**config.mk**
```make
export PLATFORM = sky130hd
export DESIGN_NAME = tour_cmd_sched
export DESIGN_NICKNAME = d
export VERILOG_FILES = /design/src/rtl/tour_cmd_sched.sv
export SDC_FILE = /design/constraint.sdc
export NUM_CORES = 1
export LEC_CHECK = 0
export CAP_MARGIN = 20
export CORE_ASPECT_RATIO = 0.5
export CORE_MARGIN = 2
export CORE_UTILIZATION = 40
export DETAILED_ROUTE_END_ITERATION = 10
export MAX_ROUTING_LAYER = met4
export PLACE_DENSITY = 0.74
export SLEW_MARGIN = 15
export SYNTH_ARGS = -nofsm -noshare
export SYNTH_HDL_FRONTEND = slang
export SYNTH_SLANG_ARGS = --single-unit
```
**constraint.sdc**
```tcl
create_clock -name clk -period 2.2 [get_ports clk]
set_input_delay 0.22 -clock clk [delete_from_list [all_inputs] [get_ports clk]]
set_output_delay 0.22 -clock clk [all_outputs]
set_load 0.1 [all_outputs]
```
**src/rtl/tour_cmd_sched.sv**
```systemverilog
// Knight's-tour command scheduler: passes host commands through when idle, and
// during a tour splits each one-hot knight move into a vertical then a horizontal leg.
module tour_cmd_sched (
    input  logic        clk,
    input  logic        rst_n,
    input  logic        start_tour,
    input  logic [7:0]  move,
    output logic [4:0]  mv_indx,
    input  logic [15:0] cmd_UART,
    input  logic        cmd_rdy_UART,
    output logic        clr_cmd_rdy_UART,
    output logic [15:0] cmd,
    output logic        cmd_rdy,
    input  logic        clr_cmd_rdy,
    input  logic        send_resp,
    output logic [7:0]  resp,
    output logic        resp_send,
    output logic        tour_err
);

    localparam logic [4:0] LastIdx  = 5'd23;
    localparam logic [7:0] RespMove = 8'h5A;
    localparam logic [7:0] RespDone = 8'hA5;
    localparam logic [7:0] RespErr  = 8'hEE;

    typedef enum logic [2:0] {StIdle, StVIssue, StVWait, StHIssue, StHWait} state_e;

    state_e      state_q, state_d;
    logic [4:0]  idx_q, idx_d;
    logic [7:0]  move_q, move_d;
    logic        err_q, err_d;
    logic [7:0]  resp_q, resp_d;
    logic        rsend_q, rsend_d;

    logic        move_ok;
    logic        dx_neg, dy_neg;
    logic [2:0]  dx_mag, dy_mag;
    logic [15:0] v_cmd, h_cmd;
    logic        idle;

    assign move_ok = (move_q != 8'd0) && ((move_q & (move_q - 8'd1)) == 8'd0);
    assign idle    = (state_q == StIdle);

    // Move bit -> (dx, dy) as sign/magnitude; +x east, +y north.
    always_comb begin
        {dx_neg, dx_mag, dy_neg, dy_mag} = 8'd0;
        case (move_q)
            8'h01:   {dx_neg, dx_mag, dy_neg, dy_mag} = {1'b0, 3'd1, 1'b0, 3'd2};
            8'h02:   {dx_neg, dx_mag, dy_neg, dy_mag} = {1'b1, 3'd1, 1'b0, 3'd2};
            8'h04:   {dx_neg, dx_mag, dy_neg, dy_mag} = {1'b1, 3'd2, 1'b0, 3'd1};
            8'h08:   {dx_neg, dx_mag, dy_neg, dy_mag} = {1'b1, 3'd2, 1'b1, 3'd1};
            8'h10:   {dx_neg, dx_mag, dy_neg, dy_mag} = {1'b1, 3'd1, 1'b1, 3'd2};
            8'h20:   {dx_neg, dx_mag, dy_neg, dy_mag} = {1'b0, 3'd1, 1'b1, 3'd2};
            8'h40:   {dx_neg, dx_mag, dy_neg, dy_mag} = {1'b0, 3'd2, 1'b1, 3'd1};
            8'h80:   {dx_neg, dx_mag, dy_neg, dy_mag} = {1'b0, 3'd2, 1'b0, 3'd1};
            default: {dx_neg, dx_mag, dy_neg, dy_mag} = 8'd0;
        endcase
        v_cmd = {4'h4, (dy_neg ? 8'h7F : 8'h00), 1'b0, dy_mag};
        h_cmd = {4'h5, (dx_neg ? 8'h3F : 8'hBF), 1'b0, dx_mag};
    end

    always_ff @(posedge clk or negedge rst_n) begin
        if (!rst_n) begin
            state_q <= StIdle;
            idx_q   <= 5'd0;
            move_q  <= 8'd0;
            err_q   <= 1'b0;
            resp_q  <= RespDone;
            rsend_q <= 1'b0;
        end else begin
            state_q <= state_d;
            idx_q   <= idx_d;
            move_q  <= move_d;
            err_q   <= err_d;
            resp_q  <= resp_d;
            rsend_q <= rsend_d;
        end
    end

    always_comb begin
        state_d = state_q;
        idx_d   = idx_q;
        move_d  = move_q;
        err_d   = err_q;
        resp_d  = resp_q;
        rsend_d = 1'b0;
        case (state_q)
            StIdle: begin
                if (start_tour) begin
                    idx_d   = 5'd0;
                    err_d   = 1'b0;
                    move_d  = move;
                    state_d = StVIssue;
                end
            end
            StVIssue: begin
                // A bad move aborts before any command is offered.
                if (!move_ok) begin
                    err_d   = 1'b1;
                    resp_d  = RespErr;
                    rsend_d = 1'b1;
                    state_d = StIdle;
                end else if (clr_cmd_rdy) begin
                    state_d = StVWait;
                end
            end
            StVWait: begin
                if (send_resp) state_d = StHIssue;
            end
            StHIssue: begin
                if (clr_cmd_rdy) state_d = StHWait;
            end
            StHWait: begin
                if (send_resp) begin
                    rsend_d = 1'b1;
                    if (idx_q == LastIdx) begin
                        resp_d  = RespDone;
                        state_d = StIdle;
                    end else begin
                        resp_d  = RespMove;
                        idx_d   = idx_q + 5'd1;
                        move_d  = move;
                        state_d = StVIssue;
                    end
                end
            end
            default: state_d = StIdle;
        endcase
    end

    always_comb begin
        cmd              = cmd_UART;
        cmd_rdy          = cmd_rdy_UART;
        clr_cmd_rdy_UART = clr_cmd_rdy;
        if (!idle) begin
            clr_cmd_rdy_UART = 1'b0;
            cmd_rdy          = (state_q == StHIssue) || ((state_q == StVIssue) && move_ok);
            cmd              = ((state_q == StVIssue) || (state_q == StVWait)) ? v_cmd : h_cmd;
        end
        // The registered strobe may land in the first idle cycle after a tour ends.
        resp_send = rsend_q | (idle & send_resp);
        resp      = rsend_q ? resp_q : RespDone;
    end

    assign mv_indx  = idx_q;
    assign tour_err = err_q;

endmodule
```
==> reports/metrics.cfg <==
[run_status]
outcome=complete, but fails checks
violations=negative setup slack

[final_layout]
nNetsFinal=279
area_growth_pct=65.16
final_cells=301
stdcell_area_mm2=0.002699
layout-drive-gt1-share_pct=36.44
insertedDiodeCount=0

[yosys]
synth_area_leader_cell=dfrtp_1
synth_cell_types=56
syn_nets=209
syn_inst=178
syn_area_per_cell_um2=9.180
synth_mux_area_share_pct=6.815
synth_area_leaders=dfrtp_1 31%, mux2_1 5.5%, xor2_1 4.3%
synthAdderAreaFrac_pct=1.455
synth.most_common_cell=dfrtp_1
ys_ff_latch=22
synth_ff_type=dfrtp_1
synth_simple_gate_area_share_pct=21.13
synth_compound_area_share_pct=24.96
synthXorXnorAreaFrac_pct=4.288
synth_top_area_share_pct=30.63
async_flop_share_pct=100.0
synth_edf_count=0
syn-cell-area_mm2=0.001634
synth_commonest_cells=20 x dfrtp_1, 14 x nand2_1, 12 x nor2_1
ys_warn_count=0
synth_top_family_by_area=compound AO/OA/AOI/OAI gates
ys_seq_area_share_pct=33.84

[sta]
rsz0062_at_grt=yes
fin_ws_ns=-0.1335
fin_crit_ns=2.334
setup_viol=11
tightest_slew_ns=0.4067
timing.final.crit_share_pct=106.1
finClkSkew_ns=0.002762
maxSlewViolCount=0
relSlewSlack_pct=72.79
hold_viol_final=0
fmax_ghz=0.4285

[critical_path]
r2r_cells=7
cp-start-kind=flip-flop
critPathArrivalTime_ns=2.11
cp_max_fo=5
crit_path_end_kind=output port
crit_required_ns=1.98
crit_type=reg -> out
r2r_start=move_q[0]$_DFFE_PN0P_
cp-startpoint=move_q[0]$_DFFE_PN0P_

[clocking]
tritoncts=done
clock_latency_ns=0.27
cts_buffers=3
cts_max_level=1
clockBufferDepth=2
clk_pin_slew_worst_paths_ns=0.09
cts_sinks=22
cts_hold_buf=0
clockRootBuffer=clkbuf_8

[die]
fp.dieW_um=94.39
chipHeight_um=49.20
io_pins=63
core_area_mm2=0.003904
start_util_pct=41.86
die_area_mm2=0.004644
rows=16

[route]
drt_iter0_markers=79
num_vias=1664
firstDrtPassIters=4
postRouteAntennaNets=0
wl_um=4812
vias_per_cell=5.528
drc_errors=0
post_drt_wl_per_cell_um=15.99

[place]
portBuffers=62
gp_routability_congestion=0.8260
dp_hpwl_um=3338
postPlaceCellArea_mm2=0.002515
placed_cells=290

[run]
cap_violations=0

[grt]
grt_max_degree=23
antenna_found_initial=0
grt-ovfl-total=0
grt_pass1_vias=1528
grt_pass1_wl_um=7148
track_usage_pct=19.85

[min_path]
worstHoldPathType=in -> async

## final timing paths
kind / end / slack [ns]
setup / recovery: cmd[10] / -0.13
hold / removal: move_q[0]$_DFFE_PN0P_ / 0.29
max in group asynchronous: resp_q[0]$_DFFE_PN1P_ / 1.63
hold reg to reg: resp_q[6]$_DFFE_PN0P_ / 0.51
setup reg to reg: resp_q[6]$_DFFE_PN0P_ / 0.16
min in group clk: resp_q[6]$_DFFE_PN0P_ / 0.51
## flip-flops by register name, summed over array words and instances, names as in the netlist
signal    count
state_q       3
tour_err      1
resp_q        4
move_q        8
mv_indx       5
rsend_q       1
## worst max-delay path, cell delays in order (launching register included)
cell,delay [ns]
dfrtp_2,0.47
nor4_4,0.43
o2111ai_2,0.20
buf_4,0.18
o211ai_1,0.09
o311a_1,0.27
buf_12,0.19
## per-stage QoR
stage	hold slack [ns]	setup WS, ns	utilization [%]	TNS (ns)
3_5_place_dp	0.4938	0.1566	64.42	0
3_3_place_gp	0.4886	0.2023	64.42	0
4_1_cts	0.2982	-0.05881	68.04	-0.2209
2_1_floorplan	-0.07559	-0.09783	-	-0.09783
6_report	0.2919	-0.1335	69.13	-0.8546
5_1_grt	0.3204	-0.1946	69.13	-1.696
## cells by family after synthesis
family / Yosys count
and+or+nand+nor: 61
AOI/OAI and AO/OA: 53
buffers and inverters: 22
DFF: 22
muxes: 10
xor gates and xnor gates: 8
adders and majority gates: 2
## per-layer routing
metal	GRT usage, %	share of wire, %
met1	25.70	42
met2	32.74	50
met3	3.400	5.3
met4	4.831	1.9
met5	-	0
## timing repair
| action | 4_1_cts | 5_1_grt |
|---|---|---|
| pin swaps | 6 | 2 |
| setup buffers | 5 | 2 |
| gates cloned | 0 | 0 |
| resized for setup | 9 | 9 |
| endpoints found under the setup margin | 10 | 11 |
## area by class of cell
type | instances | area [um^2]
repair buffers | 82 | 925.9
flip-flops and latches | 22 | 565.5
inverters | 5 | 18.77
clock inverters | 1 | 30.03
well taps | 54 | 67.56
multi-input cells | 134 | 1050
fillers | 294 | 1205
clock buffers | 3 | 41.29
## cells in the final DEF (no fill, tap or decap), types with 3 or more instances in the layout
| cell | netlist | layout |
|---|---|---|
| buf_12 | 0 | 19 |
| nor2_1 | 12 | 11 |
| buf_4 | 5 | 34 |
| mux2_1 | 8 | 8 |
| nand4_1 | 3 | 3 |
| o211ai_1 | 3 | 3 |
| a21oi_1 | 8 | 7 |
| clkbuf_8 | 0 | 3 |
| inv_1 | 5 | 5 |
| dfrtp_1 | 20 | 10 |
| xor2_1 | 8 | 8 |
| o21a_1 | 7 | 7 |
| and2_1 | 10 | 10 |
| nand2_1 | 14 | 14 |
| clkdlybuf4s50_1 | 0 | 29 |
| o21ai_0 | 6 | 5 |
| o21ai_1 | 3 | 3 |
| dfrtp_2 | 0 | 10 |
| nand3_1 | 5 | 5 |
Power is left out: the tool's default activity adds up to more than one toggle a clock period on the data nets, which glitch-free logic cannot reach.
